[src/rtl/tia_playfield_decoder.sv]
// tia_playfield_decoder
//   Recovers the six playfield registers (PF0/PF1/PF2 for the left and right
//   screen halves) from a serial playfield pixel stream. Each playfield bit
//   covers four consecutive pixels. The first pixel of a group sets the bit
//   value. The other three pixels only check that the group is uniform.
//
// Ports
//   clock       system clock, rising edge
//   reset       asynchronous, active-high reset
//   line_start  one-cycle pulse; a pixel valid in the same cycle is pixel 0
//   pix_valid   a visible pixel is present on pf this cycle
//   pf          serial playfield pixel (1 = playfield colour)
//   ref_bar     reflect control, active-low, sampled on pixel 80
//   pf0_left .. pf2_right  decoded registers, held between line_done pulses
//   line_done   one-cycle pulse, high while the freshly loaded outputs appear
//   glitch      last completed line contained a non-uniform 4-pixel group
//   busy        capture in progress
module tia_playfield_decoder (
  input  logic       clock,
  input  logic       reset,
  input  logic       line_start,
  input  logic       pix_valid,
  input  logic       pf,
  input  logic       ref_bar,
  output logic [7:0] pf0_left,
  output logic [7:0] pf1_left,
  output logic [7:0] pf2_left,
  output logic [7:0] pf0_right,
  output logic [7:0] pf1_right,
  output logic [7:0] pf2_right,
  output logic       line_done,
  output logic       glitch,
  output logic       busy
);

  typedef enum logic [1:0] {IDLE, CAPTURE, DONE} state_t;

  state_t      r_state;
  state_t      w_state_nxt;
  logic [7:0]  r_cnt;
  logic [7:0]  w_cnt_base;
  logic [7:0]  w_cnt_nxt;
  logic        r_bit;
  logic        w_bit_nxt;
  logic        r_glitch_line;
  logic        w_glitch_nxt;
  logic [39:0] r_line;
  logic [39:0] w_line_nxt;
  logic        r_ref;
  logic        w_ref_nxt;
  logic        w_take;
  logic        w_last;
  logic [1:0]  w_sub;
  logic [5:0]  w_k;
  logic [23:0] w_map_left;
  logic [23:0] w_map_right;

  // Maps 20 half-line bits (index 0 = leftmost on screen) to {PF0, PF1, PF2}.
  // The straight order matches the TIA scan order: PF0 4..7, PF1 7..0, PF2 0..7.
  // The reflected order is the mirror image of the straight order.
  function automatic logic [23:0] map_half(input logic [19:0] h,
                                           input logic        straight);
    logic [7:0] p0;
    logic [7:0] p1;
    logic [7:0] p2;
    if (straight) begin
      p0 = {h[3], h[2], h[1], h[0], 4'b0000};
      p1 = {h[4], h[5], h[6], h[7], h[8], h[9], h[10], h[11]};
      p2 = h[19:12];
    end else begin
      p2 = {h[0], h[1], h[2], h[3], h[4], h[5], h[6], h[7]};
      p1 = h[15:8];
      p0 = {h[16], h[17], h[18], h[19], 4'b0000};
    end
    return {p0, p1, p2};
  endfunction

  // line_start restarts a capture from any state. This covers a start from
  // IDLE, an abort during CAPTURE and a back-to-back line from DONE.
  always_comb begin
    w_cnt_base   = line_start ? 8'd0 : r_cnt;
    w_take       = pix_valid && (line_start || (r_state == CAPTURE));
    w_sub        = w_cnt_base[1:0];
    w_k          = w_cnt_base[7:2];
    w_cnt_nxt    = w_cnt_base;
    w_bit_nxt    = r_bit;
    w_glitch_nxt = line_start ? 1'b0 : r_glitch_line;
    w_line_nxt   = r_line;
    w_ref_nxt    = r_ref;
    w_last       = 1'b0;

    if (w_take) begin
      if (w_sub == 2'd0)
        w_bit_nxt = pf;
      else if (pf != r_bit)
        w_glitch_nxt = 1'b1;
      // The group value was latched on sub-position 0, so commit r_bit.
      if ((w_sub == 2'd3) && (w_k < 6'd40))
        w_line_nxt[w_k] = r_bit;
      if (w_cnt_base == 8'd80)
        w_ref_nxt = ref_bar;
      w_cnt_nxt = w_cnt_base + 8'd1;
      w_last    = (w_cnt_base == 8'd159);
    end

    if (line_start) begin
      w_state_nxt = CAPTURE;
    end else begin
      case (r_state)
        CAPTURE: w_state_nxt = w_last ? DONE : CAPTURE;
        default: w_state_nxt = IDLE;
      endcase
    end

    w_map_left  = map_half(w_line_nxt[19:0], 1'b1);
    w_map_right = map_half(w_line_nxt[39:20], w_ref_nxt);
  end

  // The outputs load on the edge that enters DONE. This edge also commits
  // pixel 159. As a result, line_done and the new values appear together
  // during the DONE cycle.
  always_ff @(posedge clock or posedge reset) begin
    if (reset) begin
      r_state       <= IDLE;
      r_cnt         <= 8'd0;
      r_bit         <= 1'b0;
      r_glitch_line <= 1'b0;
      r_line        <= 40'd0;
      r_ref         <= 1'b0;
      line_done     <= 1'b0;
      glitch        <= 1'b0;
      pf0_left      <= 8'd0;
      pf1_left      <= 8'd0;
      pf2_left      <= 8'd0;
      pf0_right     <= 8'd0;
      pf1_right     <= 8'd0;
      pf2_right     <= 8'd0;
    end else begin
      r_state       <= w_state_nxt;
      r_cnt         <= w_cnt_nxt;
      r_bit         <= w_bit_nxt;
      r_glitch_line <= w_glitch_nxt;
      r_line        <= w_line_nxt;
      r_ref         <= w_ref_nxt;
      line_done     <= w_last;
      if (w_last) begin
        {pf0_left, pf1_left, pf2_left}    <= w_map_left;
        {pf0_right, pf1_right, pf2_right} <= w_map_right;
        glitch                            <= w_glitch_nxt;
      end
    end
  end

  assign busy = (r_state == CAPTURE);

endmodule

[config.mk]
export PLATFORM = sky130hd
export DESIGN_NAME = tia_playfield_decoder
export DESIGN_NICKNAME = d
export VERILOG_FILES = /design/src/rtl/tia_playfield_decoder.sv
export SDC_FILE = /design/constraint.sdc
export NUM_CORES = 1
export LEC_CHECK = 0
export CAP_MARGIN = 20
export CORE_UTILIZATION = 55
export DETAILED_ROUTE_END_ITERATION = 10
export MAX_ROUTING_LAYER = met4
export PLACE_DENSITY_LB_ADDON = 0.25
export SYNTH_ARGS = -nofsm -noshare
export SYNTH_HDL_FRONTEND = slang
export SYNTH_SLANG_ARGS = --single-unit
export TNS_END_PERCENT = 5
[constraint.sdc]
create_clock -name clock -period 4 [get_ports clock]
set_clock_uncertainty 0.1 [all_clocks]
set_input_delay 0.8 -clock clock [delete_from_list [all_inputs] [get_ports clock]]
set_output_delay 0.8 -clock clock [all_outputs]
set_load 0.03 [all_outputs]
==> metrics.md, run 1 <==
| Metric | Value |
|---|---|
| GR Util All Layers | 23.4% |
| Detail Route met2 WL | 4.01 mm |
| Sw frac | 23.4% |
| P_leak | 2.60 nW |
| Crit start category | primary input |
| Initial core utilization | 57.4% |
| Comb power frac | 5.1% |
| Max Fanout on Critical Path | 9 |
| Total CTS buffers | 9 |
| PostCTS Resize Cnt | 0 |
| Post-DP HPWL | 5.89 mm |
| Synthesized cell area | 4480 um^2 |
| Top sig layer | met4 |
| Buffers on Ports | 48 |
| Drt via density | 5.57 |
| Cells after Synth | 389 |
| Largest net degree at the start of global routing | 61 |
| Critical path, cell by cell | clkdlybuf4s50_1 -> nor2b_1 -> ha_1 -> and3b_1 -> nor3b_2 -> nor2b_1 -> mux2_2 -> mux2_2 |
| First DRT Iteration DRCs | 199 |
| Unrepaired setup endpoints after global routing | no |
| Min-delay worst type | register to register |
| Clk root buf | clkbuf_8 |
| Cell-internal power | 0.00137 W |
| Avg WL per Cell | 16.0 um |
| Worst-path clk slew | 90 ps |
| Crit end category | register |
| Clk sink count | 95 |
| Routed vias | 2,994 |
| Final number of setup-violating endpoints | 0 |
| Core area | 7810 um^2 |
| Min Clock Period, post-route | 3210 ps |
| Setup Fix Bufs, Post-CTS | 0 |
| Max-cap violations | 0 |
| CTS max path bufs | 2 |
| CTS tree | built |
| Relative slew slack | 47.0% |
| Worst-Margin Slew | 795 ps |
| N_diodes | 0 |
| Maximum VDD drop | 0.256 mV |
| Mapped Avg Cell Area | 11.5 um^2 |
| Min-delay src | pf0_right[6] |
| Worst EP arrival | 3360 ps |
| Cell family with most CP delay | simple AND/OR/NAND/NOR gates |
| NetSw | 0.000419 W |
| Vias in the first global route | 2,980 |
| # nets final | 439 |
| # hold bufs at CTS | 0 |
| Yosys reg bits | 95 |
| Drt pass-1 iters | 5 |
| Buf+Inv Stages, Crit Path | 1 |
| Die W | 92.3 um |
| GRT Residual Overflow | 0 |
| Worst Path Required | 4150 ps |
| Die Area | 8510 um^2 |
| Worst-Skew Late Latency | 360 ps |
| Crit. Startpoint | line_start |
| Post-DP Area | 5010 um^2 |
| Final antenna-violating net count | 0 |
| Max incr delay on CP | 490 ps |
| H-tree levels | 3 |
| PwrDens | 341 nW/um^2 |
| Final Hold Fails | 0 |
| Post-synthesis sequential area ratio | 53.0% |
| Tot Pwr | 0.00179 W |
| Post-Route WL | 8.60 mm |
| Final period utilization | 80.3% |
| Ys Warns | 0 |
| RR Startpoint | r_cnt[1] |
| Initial antenna violation count | 0 |
| Setup TNS | 0 ps |
| Status | finished, final reports clean |
| Fmax | 0.311 GHz |
| Yosys cell types | 42 |
| Final slew viol count | 0 |
| First-pass GRT wire length | 14.8 mm |
| Share of cells above drive strength 1 | 22.0% |
| Slowest stage cell on the critical path | nor3b_2 |
| Sequential share of power | 55.3% |
| Commonest non-fill, non-tap cells in the layout | 95 x dfrtp_1, 48 x clkdlybuf4s50_1, 45 x mux2_2, 39 x nand2_1, 23 x inv_1 |
| Commonest non-fill, non-tap cell in the layout | dfrtp_1 |
| Std-Cell Rows | 32 |
| Crit path kind | primary input to register |
| Final cell count without fillers | 538 |
| Clock Power Share | 39.5% |
| Metal3 WL | 361 um |
| Area grow syn2layout | 17.0% |
| Wire length on met1 | 4.07 mm |
| RD Place Congestion | 0.878 |
| I/O Pins | 57 |
| Post-route cell area | 5240 um^2 |
| Cell Count Post-Placement | 522 |
| Post-route DRC | 0 |
| Die H | 92.3 um |
-- worst reg2reg max path, stage by stage (launching register included) --
cell and delay (ps):
dfrtp_1 370, nor2b_1 270, ha_1 220, and3b_1 330
nor3b_2 490, nor2b_1 210, mux2_2 350, mux2_2 260
-- synthesized netlist by cell type, drive strengths merged --
| cell | n | share of area [%] |
|---|---|---|
| dfrtp | 95 | 53 |
| mux2 | 54 | 14 |
| nand2 | 39 | 3.3 |
| o21ai | 27 | 3.6 |
| inv | 26 | 2.2 |
| nand4 | 21 | 2.9 |
| buf | 19 | 3.1 |
| mux2i | 19 | 4.3 |
| clkbuf | 16 | 1.3 |
| nor2 | 9 | 0.75 |
| nand3 | 8 | 0.89 |
| nor2b | 5 | 0.70 |
| o31ai | 5 | 0.84 |
| xor2 | 5 | 0.98 |
| and2 | 4 | 0.56 |
| nor3 | 4 | 0.45 |
| o2111ai | 4 | 0.78 |
| and3b | 3 | 0.59 |
| nand2b | 3 | 0.42 |
| nor3b | 3 | 0.73 |
| nor4b | 3 | 1.2 |
| o21a | 3 | 0.50 |
| xnor2 | 3 | 0.59 |
| ha | 2 | 0.56 |
| nor4bb | 2 | 0.45 |
| or2 | 2 | 0.28 |
| and3 | 1 | 0.14 |
| and4b | 1 | 0.22 |
| conb | 1 | 0.084 |
| o211ai | 1 | 0.17 |
| o32ai | 1 | 0.20 |
-- cells by family after synthesis --
family          count (synthesis)  synth area share [%]
simple gates                  108                  13.6
flops                          95                  53.0
mux                            73                  18.5
buf+inv                        61                  6.62
compound gates                 41                  6.09
xor+xnor                        8                  1.56
fa+ha+maj                       2                 0.558
other cells                     1                0.0837
-- registers in the layout, indices dropped and copies added (netlist names) --
register	count
r_line	40
line_done	1
r_state	2
r_ref	1
pf0_right	4
pf0_left	4
glitch	1
pf2_left	8
pf2_right	8
pf1_left	8
pf1_right	8
r_glitch_line	1
r_cnt	8
r_bit	1
-- path summary, 6_finish.rpt --
check,to,cells past startpoint,slack [ps]
min in group asynchronous,pf0_left[4],2,720
worst min register to register,pf0_right[6],2,390
worst max-delay path,pf1_left[1],8,790
max in group asynchronous,r_line[15],3,2380
worst max register to register,pf1_left[1],7,1280
worst min-delay path,pf0_right[6],2,390
-- power groups by stage --
stage               logic [W]  registers (W)  clock network [W]
global placement    0.0000911        0.00101                  0
floorplan           0.0000829       0.000992                  0
CTS                 0.0000935       0.000989           0.000727
finish              0.0000920       0.000990           0.000707
detailed placement  0.0000925        0.00101                  0
global route         0.000104       0.000992           0.000766
-- layout make-up --
| cell class | instances | area, um^2 |
|---|---|---|
| Clock inverter | 6 | 91.3 |
| Sequential cell | 95 | 2380 |
| Timing Repair Buffer | 59 | 576 |
| Multi-Input combinational cell | 240 | 1830 |
| Tap cell | 102 | 128 |
| Fill cell | 623 | 2560 |
| Inverter | 26 | 98.8 |
| Clock buffer | 10 | 138 |
-- stage by stage --
stage          hold slack (ps)  setup WS [ps]  util [%]
6_report                   388            787      67.1
5_1_grt                    413            623      67.1
4_1_cts                    391            826      67.1
3_5_place_dp               368            477      64.2
3_3_place_gp               362            565      64.2
2_1_floorplan              349            568         -
-- layer usage --
metal,vias up,global-route usage [%]
li1,1409,-
met1,1479,31.9
met2,94,34.8
met3,12,3.98
met4,0,9.90
met5,-,-
No activity file was read; power rests on OpenSTA's default activity.
==> inputs of run 2 (changes only) <==
--- a/config.mk
+++ b/config.mk
@@ -6,7 +6,7 @@
 export NUM_CORES = 1
 export LEC_CHECK = 0
 export CAP_MARGIN = 20
-export CORE_UTILIZATION = 55
+export CORE_UTILIZATION = 50
 export DETAILED_ROUTE_END_ITERATION = 10
 export MAX_ROUTING_LAYER = met4
 export PLACE_DENSITY_LB_ADDON = 0.25
==> constraint.sdc (replaced) <==
create_clock -name clock -period 2.8 [get_ports clock]
set_clock_uncertainty 0.1 [all_clocks]
set_input_delay 0.56 -clock clock [delete_from_list [all_inputs] [get_ports clock]]
set_output_delay 0.56 -clock clock [all_outputs]
set_load 0.03 [all_outputs]
==> run 2 against run 1 <==
Effect of this change:
- setup slack lost 590 ps
- first-iteration DRC count shrank 34%
- cell count grew 5.6%
- highest routed layer unchanged
- critical path type unchanged
- final area grew 3.0%
==> metrics.md, run 2 (synthesis gave the netlist of run 1 again) <==
| Metric | Value |
|---|---|
| Status | finished, final reports clean |
| Final Hold Fails | 0 (unchanged) |
| RR Startpoint | r_cnt[1] |
| Largest net degree at the start of global routing | 96 (+57%) |
| Unrepaired setup endpoints after global routing | no |
| Drt via density | 5.39 (-3.1%) |
| Drt pass-1 iters | 4 (-1) |
| Setup slack, reg-to-reg | 490 ps (-790 ps) |
| Vias in the first global route | 3,113 (+4.5%) |
| CTS tree | built |
| I/O Pins | 57 (unchanged) |
| Final antenna-violating net count | 0 (unchanged) |
| Die W | 96.7 um (+4.8%) |
| First-pass GRT wire length | 15.5 mm (+4.5%) |
| RD Place Congestion | 0.834 (-5.0%) |
| R2r worst-path depth | 9 (+2) |
| Crit end category | register |
| Worst Setup EP | pf1_right[1] |
| Final slew viol count | 0 (unchanged) |
| Clk sink count | 95 (unchanged) |
| First DRT Iteration DRCs | 132 (-34%) |
| Std-Cell Rows | 34 (+6.3%) |
| Max Fanout on Critical Path | 16 (+7) |
| Crit start category | primary input |
| Post-route DRC | 0 (unchanged) |
| Maximum VDD drop | 0.267 mV (+4.0%) |
| Crit. Startpoint | line_start |
| Crit path kind | primary input to register |
| Core area | 8680 um^2 (+11%) |
| GRT Residual Overflow | 0 (unchanged) |
| GR Util All Layers | 21.5% (-1.9 points) |
| # nets final | 464 (+5.7%) |
| Min-delay worst type | register to register |
| Post-DP HPWL | 6.13 mm (+4.2%) |
| Worst Path Required | 2980 ps (-1170 ps) |
| Relative slew slack | 64.7% (+18 points) |
| Final number of setup-violating endpoints | 0 (unchanged) |
| Min Clock Period, post-route | 2600 ps |
| N_diodes | 0 (unchanged) |
| Post-Route WL | 9.05 mm (+5.3%) |
| Commonest non-fill, non-tap cells in the layout | 95 x dfrtp_1, 48 x clkdlybuf4s50_1, 45 x mux2_2, 39 x nand2_1, 34 x buf_4 |
| Avg WL per Cell | 15.9 um (-0.29%) |
| Die Area | 9350 um^2 (+9.8%) |
| Worst-Margin Slew | 527 ps (-267 ps) |
| Worst EP arrival | 2780 ps (-580 ps) |
| Die H | 96.7 um (+4.8%) |
| Max FFs per register | 40 (unchanged) |
| Initial core utilization | 51.6% (-5.8 points) |
| # hold bufs at CTS | 0 (unchanged) |
| Worst-path clk slew | 90 ps (about the same) |
| Fillers | 706 (+13%) |
| Worst r2r dst | pf1_right[3] |
| CTS max path bufs | 2 (unchanged) |
| Routed vias | 3,064 (+2.3%) |
| Initial antenna violation count | 0 (unchanged) |
| Share of cells above drive strength 1 | 26.1% (+4.1 points) |
| Fmax | 0.384 GHz |
| Setup Fix Bufs, Post-CTS | 0 (unchanged) |
| Area grow syn2layout | 20.5% |
| Buffers on Ports | 48 (unchanged) |
| Setup TNS | 0 ps (unchanged) |
| PwrDens | 441 nW/um^2 (+29%) |
| Clk root buf | clkbuf_8 |
| PostCTS Resize Cnt | 0 (unchanged) |
| P_leak | 2.69 nW (+3.2%) |
| Commonest non-fill, non-tap cell in the layout | dfrtp_1 |
| Layout Utilization | 62.2% (-4.9 points) |
| Final period utilization | 92.9% |
| Max-cap violations | 0 (unchanged) |
| Total CTS buffers | 9 (unchanged) |
| H-tree levels | 3 (unchanged) |
| Reg with most FFs | r_line |
| Worst-Skew Late Latency | 360 ps (about the same) |
==> run 2: changes by cell type in the layout (fill, tap and decap cells not counted) <==
| cell | change |
|---|---|
| buf_4 | +24 |
| clkinvlp_4 | +3 |
| bufinv_16 | -2 |
| clkinv_4 | -2 |
| buf_12 | +1 |
| nor3b_2 | -1 |
| nor3b_4 | +1 |
==> run 2: worst max-delay path: stages <==
cell	delay [ps]
clkdlybuf4s50_1	450
buf_4	220
nor4bb_1	510
buf_4	270
nand4_1	150
mux2i_1	200
mux2_2	290
o21ai_0	140
==> run 2: final cells by class <==
class	instances	area [um^2]	share of cell area, %
inverter	26	101	1.88
clock buffer	10	138	2.55
sequential	95	2380	44.0
clock inverter	5	33.8	0.625
tap	108	135	2.50
multi-input combinational	240	1840	34.1
timing repair buffer	84	776	14.4
==> run 2: power breakdown <==
| group | internal [W] | switching, W | total (W) | leakage (nW) |
|---|---|---|---|---|
| Combinational | 0.0000498 | 0.000106 | 0.000156 | 1.29 |
| Clock | 0.000343 | 0.000477 | 0.000819 | 0.0845 |
| Sequential | 0.00139 | 0.0000188 | 0.00140 | 1.32 |
==> run 2: worst min path at each step <==
stage                     cells after the start    startpoint      endpoint
after CTS                                     2  pf1_right[0]  pf1_right[0]
after global routing                          1   pf1_left[7]   pf1_left[7]
final                                         2  pf2_right[5]  pf2_right[5]
after detailed placement                      2  pf1_right[0]  pf1_right[0]
after global placement                        2        glitch        glitch
after floorplan                               2     r_line[5]     r_line[5]
==> run 2: per-layer routing <==
metal,up-vias,wire length (um),GRT usage (%)
li1,1455,-,-
met1,1526,4290,29.0
met2,73,4210,32.1
met3,10,437,5.78
met4,0,116,6.54
met5,-,0,-
==> run 2: stage by stage <==
stage / hold WS (ps) / power, W / instances / setup slack, ps / cell area, um^2
detailed placement: 364 / 0.00159 / 553 / -173 / 5230
finish: 381 / 0.00238 / 568 / 199 / 5400
floorplan: 349 / 0.00154 / 396 / -332 / 4520
global route: 408 / 0.00248 / 568 / 83.8 / 5400
CTS: 386 / 0.00241 / 568 / 203 / 5400
global placement: 363 / 0.00159 / 553 / -145 / 5230
==> inputs of run 3 (changes only) <==
--- a/config.mk
+++ b/config.mk
@@ -7,9 +7,11 @@
 export LEC_CHECK = 0
 export CAP_MARGIN = 20
 export CORE_UTILIZATION = 50
+export CTS_CLUSTER_SIZE = 40
 export DETAILED_ROUTE_END_ITERATION = 10
 export MAX_ROUTING_LAYER = met4
 export PLACE_DENSITY_LB_ADDON = 0.25
+export SKIP_LAST_GASP = 1
 export SYNTH_ARGS = -nofsm -noshare
 export SYNTH_HDL_FRONTEND = slang
 export SYNTH_SLANG_ARGS = --single-unit
==> results of run 3 <==
Final layout, timing and power as in run 2 (identical DEF).
